### src/rtl/vdp_vram_write_queue_if.sv
// Host write port and VRAM arbiter write-slot signals of the VRAM write queue.
// master: CPU/arbiter side that drives requests and strobes; slave: the queue.
// Pure wiring, no state; clk and reset_n stay outside the bundle.
interface vdp_vram_write_queue_if;
    logic        host_address_we;
    logic [14:0] host_address;
    logic [7:0]  host_increment;
    logic        host_data_we;
    logic [15:0] host_data;
    logic        host_ready;
    logic        host_busy;
    logic        host_overflow;
    logic        vram_written;
    logic [13:0] vram_write_address_16b;
    logic [15:0] vram_write_data_16b;
    logic [1:0]  vram_port_write_en_mask;

    modport master (
        output host_address_we, host_address, host_increment,
        output host_data_we, host_data, vram_written,
        input  host_ready, host_busy, host_overflow,
        input  vram_write_address_16b, vram_write_data_16b, vram_port_write_en_mask
    );

    modport slave (
        input  host_address_we, host_address, host_increment,
        input  host_data_we, host_data, vram_written,
        output host_ready, host_busy, host_overflow,
        output vram_write_address_16b, vram_write_data_16b, vram_port_write_en_mask
    );
endinterface

### src/rtl/vdp_vram_write_queue.sv
// Buffers CPU VRAM writes in a DEPTH-entry FIFO and presents the head to the VRAM arbiter write slot.
// Latency: push at edge N is at the head from cycle N+1 (empty FIFO); popped on the first vram_written at/after that.
// Backpressure: host_ready low when full; pushes while full are dropped and set sticky host_overflow.
// Optional feature macro: VDP_VRAM_WRITE_AUTOINC_EN (pointer advances by host_increment per accepted push).
module vdp_vram_write_queue #(
    parameter int DEPTH = 4
) (
    input  logic                   clk,
    input  logic                   reset_n,
    vdp_vram_write_queue_if.slave  bus
);
    localparam int AW = (DEPTH > 1) ? $clog2(DEPTH) : 1;
    localparam logic [AW:0] FULL_CNT = (AW+1)'(DEPTH);

    typedef struct packed {
        logic [14:0] addr;
        logic [15:0] data;
    } entry_t;

    entry_t        mem [DEPTH];
    logic [AW-1:0] wr_idx;
    logic [AW-1:0] rd_idx;
    logic [AW:0]   count;
    logic [14:0]   pointer;
    logic          overflow;

    logic   full;
    logic   empty;
    logic   push_ok;
    logic   pop_ok;
    entry_t head;

    assign full    = (count == FULL_CNT);
    assign empty   = (count == '0);
    // Acceptance is decided from pre-edge count, so a same-cycle pop never rescues a push into a full queue.
    assign push_ok = bus.host_data_we && !full;
    assign pop_ok  = bus.vram_written && !empty;
    assign head    = mem[rd_idx];

    // Head presentation and host status, all derived from registered state.
    always_comb begin
        bus.host_ready              = !full;
        bus.host_busy               = !empty;
        bus.host_overflow           = overflow;
        bus.vram_write_address_16b  = '0;
        bus.vram_write_data_16b     = '0;
        bus.vram_port_write_en_mask = 2'b00;
        if (!empty) begin
            bus.vram_write_address_16b  = head.addr[14:1];
            bus.vram_write_data_16b     = head.data;
            bus.vram_port_write_en_mask = head.addr[0] ? 2'b10 : 2'b01;
        end
    end

    // FIFO storage and indices; push stores the pre-edge pointer.
    always_ff @(posedge clk or negedge reset_n) begin
        if (!reset_n) begin
            for (int i = 0; i < DEPTH; i++) begin
                mem[i] <= '0;
            end
            wr_idx <= '0;
            rd_idx <= '0;
            count  <= '0;
        end else begin
            if (push_ok) begin
                mem[wr_idx] <= '{addr: pointer, data: bus.host_data};
                wr_idx      <= wr_idx + 1'b1;
            end
            if (pop_ok) begin
                rd_idx <= rd_idx + 1'b1;
            end
            case ({push_ok, pop_ok})
                2'b10:   count <= count + 1'b1;
                2'b01:   count <= count - 1'b1;
                default: count <= count;
            endcase
        end
    end

    // Sticky overflow: a dropped push sets it, an address load clears it; a drop in the same cycle wins.
    always_ff @(posedge clk or negedge reset_n) begin
        if (!reset_n) begin
            overflow <= 1'b0;
        end else if (bus.host_data_we && full) begin
            overflow <= 1'b1;
        end else if (bus.host_address_we) begin
            overflow <= 1'b0;
        end
    end

`ifdef VDP_VRAM_WRITE_AUTOINC_EN
    // Address pointer: an explicit load beats the post-push increment; dropped pushes do not advance it.
    always_ff @(posedge clk or negedge reset_n) begin
        if (!reset_n) begin
            pointer <= '0;
        end else if (bus.host_address_we) begin
            pointer <= bus.host_address;
        end else if (push_ok) begin
            pointer <= pointer + {7'b0, bus.host_increment};
        end
    end
`else
    logic unused_increment;
    assign unused_increment = &{1'b0, bus.host_increment};

    // Address pointer: changes only on an explicit load.
    always_ff @(posedge clk or negedge reset_n) begin
        if (!reset_n) begin
            pointer <= '0;
        end else if (bus.host_address_we) begin
            pointer <= bus.host_address;
        end
    end
`endif

endmodule
### src/flat_wrapper.sv
// flat-port wrapper written by rule: the top's interface ports become plain ports
module vdp_vram_write_queue_flat 
#(
    parameter int DEPTH = 4
)
  (clk, reset_n, bus_host_address_we, bus_host_address, bus_host_increment, bus_host_data_we, bus_host_data, bus_vram_written, bus_host_ready, bus_host_busy, bus_host_overflow, bus_vram_write_address_16b, bus_vram_write_data_16b, bus_vram_port_write_en_mask);
  vdp_vram_write_queue_if bus_i ();
  input  logic clk;
  input  logic reset_n;
  input wire logic [$bits(bus_i.host_address_we)-1:0] bus_host_address_we;
  input wire logic [$bits(bus_i.host_address)-1:0] bus_host_address;
  input wire logic [$bits(bus_i.host_increment)-1:0] bus_host_increment;
  input wire logic [$bits(bus_i.host_data_we)-1:0] bus_host_data_we;
  input wire logic [$bits(bus_i.host_data)-1:0] bus_host_data;
  input wire logic [$bits(bus_i.vram_written)-1:0] bus_vram_written;
  output wire logic [$bits(bus_i.host_ready)-1:0] bus_host_ready;
  output wire logic [$bits(bus_i.host_busy)-1:0] bus_host_busy;
  output wire logic [$bits(bus_i.host_overflow)-1:0] bus_host_overflow;
  output wire logic [$bits(bus_i.vram_write_address_16b)-1:0] bus_vram_write_address_16b;
  output wire logic [$bits(bus_i.vram_write_data_16b)-1:0] bus_vram_write_data_16b;
  output wire logic [$bits(bus_i.vram_port_write_en_mask)-1:0] bus_vram_port_write_en_mask;
  assign bus_i.host_address_we = bus_host_address_we;
  assign bus_i.host_address = bus_host_address;
  assign bus_i.host_increment = bus_host_increment;
  assign bus_i.host_data_we = bus_host_data_we;
  assign bus_i.host_data = bus_host_data;
  assign bus_i.vram_written = bus_vram_written;
  assign bus_host_ready = bus_i.host_ready;
  assign bus_host_busy = bus_i.host_busy;
  assign bus_host_overflow = bus_i.host_overflow;
  assign bus_vram_write_address_16b = bus_i.vram_write_address_16b;
  assign bus_vram_write_data_16b = bus_i.vram_write_data_16b;
  assign bus_vram_port_write_en_mask = bus_i.vram_port_write_en_mask;
  vdp_vram_write_queue #(.DEPTH(DEPTH)) u_core (.clk(clk), .reset_n(reset_n), .bus(bus_i));
endmodule
### config.mk
export PLATFORM = sky130hd
export DESIGN_NAME = vdp_vram_write_queue_flat
export DESIGN_NICKNAME = d
export VERILOG_FILES = /design/src/rtl/vdp_vram_write_queue_if.sv /design/src/rtl/vdp_vram_write_queue.sv /design/src/flat_wrapper.sv
export SDC_FILE = /design/constraint.sdc
export NUM_CORES = 1
export LEC_CHECK = 0
export ABC_AREA = 1
export CELL_PAD_IN_SITES_DETAIL_PLACEMENT = 0
export CELL_PAD_IN_SITES_GLOBAL_PLACEMENT = 2
export CORE_MARGIN = 2
export CORE_UTILIZATION = 36
export CTS_CLUSTER_DIAMETER = 60
export DETAILED_ROUTE_END_ITERATION = 16
export PLACE_DENSITY = 0.95
export SLEW_MARGIN = 10
export SYNTH_ARGS = -nofsm -noshare
export SYNTH_HDL_FRONTEND = slang
export SYNTH_SLANG_ARGS = --single-unit
### constraint.sdc
create_clock -name clk -period 3.95 [get_ports clk]
set_input_delay 0.395 -clock clk [delete_from_list [all_inputs] [get_ports clk]]
set_output_delay 0.395 -clock clk [all_outputs]
set_load 0.03 [all_outputs]
==> qor.yml <==
outcome:
  status: "complete, no violations"
worst_setup_path:
  cpMaxStageDelayCell: "clkdlybuf4s50_1"
  critPathBufInv: 4
  slowest_delay_ns: 0.61
  worstPathArrival_ns: 2.77
  endpoint_kind: "output port"
  timing.rr.end: "u_core.mem[116]$_DFFE_PN0P_"
  cp_common_cell: "inv_1"
  path_delay_family: "buffers and inverters"
  worst-path-max-fanout: 16
  ff2ff_path_depth: 7
  worst_setup_path_start_kind: "flip-flop"
  crit_path_cell_trace: "inv_1, nand3_1, inv_1, buf_4, a21oi_1, clkdlybuf4s50_1"
  crit_start: "u_core.count[0]$_DFFE_PN0P_"
  cp.required_ns: 3.56
  r2r-start: "u_core.count[0]$_DFFE_PN0P_"
  r2r_slack_ns: 1.46
  criticalPathCategory: "flip-flop to output port"
floorplan:
  dieHeight_um: 150.4
  core_area_mm2: 0.02102
  io_pins: 79
  core.rowCount: 53
  die-area_mm2: 0.02261
  initial_core_util_pct: 36.69
  die_x_um: 150.4
drt:
  antenna_left: 0
  routed_wl_mm: 21.27
  drt-pass1-iter-count: 5
  drt-vias-per-instance: 4.976
  drc: 0
  first_iter_violations: 530
  wire_per_inst_um: 16.12
  dr_total_vias: 6568
timing:
  worst_pin_slew_ns: 1.076
  clock_skew_ns: 0.007852
  drv_slew: 0
  setup_viol: 0
  fmax_ghz: 0.3158
  fin_crit_sh_pct: 80.16
  tns_ns: 0
  hold_viol: 0
  period_needed_ns: 3.166
  rsz0062_at_grt: "false"
  slew_headroom_pct: 28.26
power:
  p_sw_w: 0.003793
  swShare_pct: 44.47
  power.density_mw_per_mm2: 936.2
  vdd_drop_max_uv: 407.2
  power_frac_comb_pct: 50.3
  intPower_w: 0.004736
  p_seq_share_pct: 29.1
  p_leak_nw: 4.723
  p_clk_share_pct: 20.6
  total_power_w: 0.008529
finish:
  layout.nets: 1082
  layout_commonest_cell: "nand2_1"
  utilization_pct: 43.34
  multi_input_area_mm2: 0.003052
  fillers: 2128
  diodes: 0
  seq_area_mm2: 0.003680
  final_cell_mix: "387 x nand2_1, 146 x dfrtp_1, 133 x inv_1"
  drive_gt1_share_pct: 6.794
  area_growth_pct: 18.12
synth:
  ys_types: 20
  syn_area_mm2: 0.007712
  synth-seq-cells: 147
  avgSynthCellArea_um2: 7.705
  ys_seq_area_share_pct: 47.70
  syn-num-nets: 1051
  ys_warn_count: 0
  syn_inst: 1001
cts:
  post_cts_buffers: 0
  ctsRootBufferMaster: "clkbuf_16"
  clock_latency_ns: 0.42
  cts_buffers: 17
  cts_sinks: 147
  cts_buffer_depth: 2
  cts_tree: "yes"
  post_cts_resized: 0
  clkTransAtPathRegs_ns: 0.06
  htreeDepth: 4
  cts_hold_buf: 0
placed_design:
  portBuffers: 70
  hpwl_mm: 11.89
  place.gp.congestion: 0.7352
global_routing:
  antenna_found_initial: 0
  grt_max_degree: 99
  grt.overflow.total: 0
  grt_pass1_vias: 6371
  grt.total_usage_pct: 19.76
  grt_pass1_wl_mm: 34.42
run:
  cap_violations: 0
worst_hold_path:
  min_path_type: "input port to asynchronous set/reset pin"
[layer usage]
metal | vias up | share of wire [%] | global-route usage (%)
met4 | 0 | 1.7 | 5.283
met1 | 3147 | 46 | 26.81
li1 | 3258 | - | -
met5 | - | 0 | 0
met2 | 138 | 48 | 32.52
met3 | 25 | 4.0 | 3.636
[worst max-delay path by stage]
stage	slack, ns	depth (start not counted)	endpoint
after floorplan	1.98	8	u_core.count[1]$_DFFE_PN0P_
after global placement	1.25	6	bus_vram_port_write_en_mask[0]
after detailed placement	1.25	6	bus_vram_port_write_en_mask[0]
after CTS	0.78	6	bus_vram_port_write_en_mask[0]
after global routing	0.64	6	bus_vram_port_write_en_mask[0]
final	0.78	6	bus_vram_port_write_en_mask[0]
[cell families after synthesis]
kind of cell | synth area share (%)
and+or+nand+nor | 33.76
buffers and inverters | 12.83
DFF | 47.70
AOI/OAI and AO/OA | 2.223
muxes | 2.190
adders and majority gates | 1.071
xor gates and xnor gates | 0.2272
[power by group through the flow]
stage | clock [W] | combinational [W] | sequential [W]
finish | 0.00176 | 0.00429 | 0.00248
global route | 0.00185 | 0.00478 | 0.00256
CTS | 0.00179 | 0.00434 | 0.00248
detailed placement | 0 | 0.00432 | 0.00250
global placement | 0 | 0.00429 | 0.00248
floorplan | 0 | 0.00299 | 0.00243
[sequential cells by signal, summed over array words and instances (netlist names)]
name	count
u_core.count	3
u_core.bus.host_overflow	1
u_core.wr_idx	2
u_core.rd_idx	2
u_core.pointer	15
u_core.mem	124
[area by class of cell]
type                       instances  share of cell area (%)
clock inverter                    11                   1.909
sequential                       147                   40.39
timing repair buffer              90                   9.738
clock buffer                      21                   5.164
inverter                         134                   5.521
tap                              275                   3.777
multi-input combinational        642                   33.50
[cells in the mapped netlist]
library cell,n,area share [%]
mux2_2,15,2.2
fa_1,1,0.26
ha_1,5,0.81
nand3_2,1,0.13
clkbuf_1,21,1.0
inv_2,1,0.049
nand2_1,387,19
o22ai_1,1,0.081
o21ai_0,2,0.13
inv_1,133,6.5
a21oi_1,31,2.0
buf_6,16,2.3
clkbuf_2,1,0.065
nand3_1,71,4.6
xnor2_1,2,0.23
nor2_1,1,0.049
buf_2,31,2.0
dfrtp_1,147,48
buf_4,9,0.88
nand4_1,125,10
[stage by stage]
stage	hold slack [ns]	cell area [um^2]	cells	setup WS [ns]
6_report	0.05241	9110	1320	0.7838
3_3_place_gp	0.4529	8466	1288	1.246
3_5_place_dp	0.4581	8466	1288	1.251
5_1_grt	0.1283	9110	1320	0.6431
4_1_cts	0.1100	9110	1320	0.7825
2_1_floorplan	0.09941	7712	1001	1.978
Power figures use the tool's default switching activity.
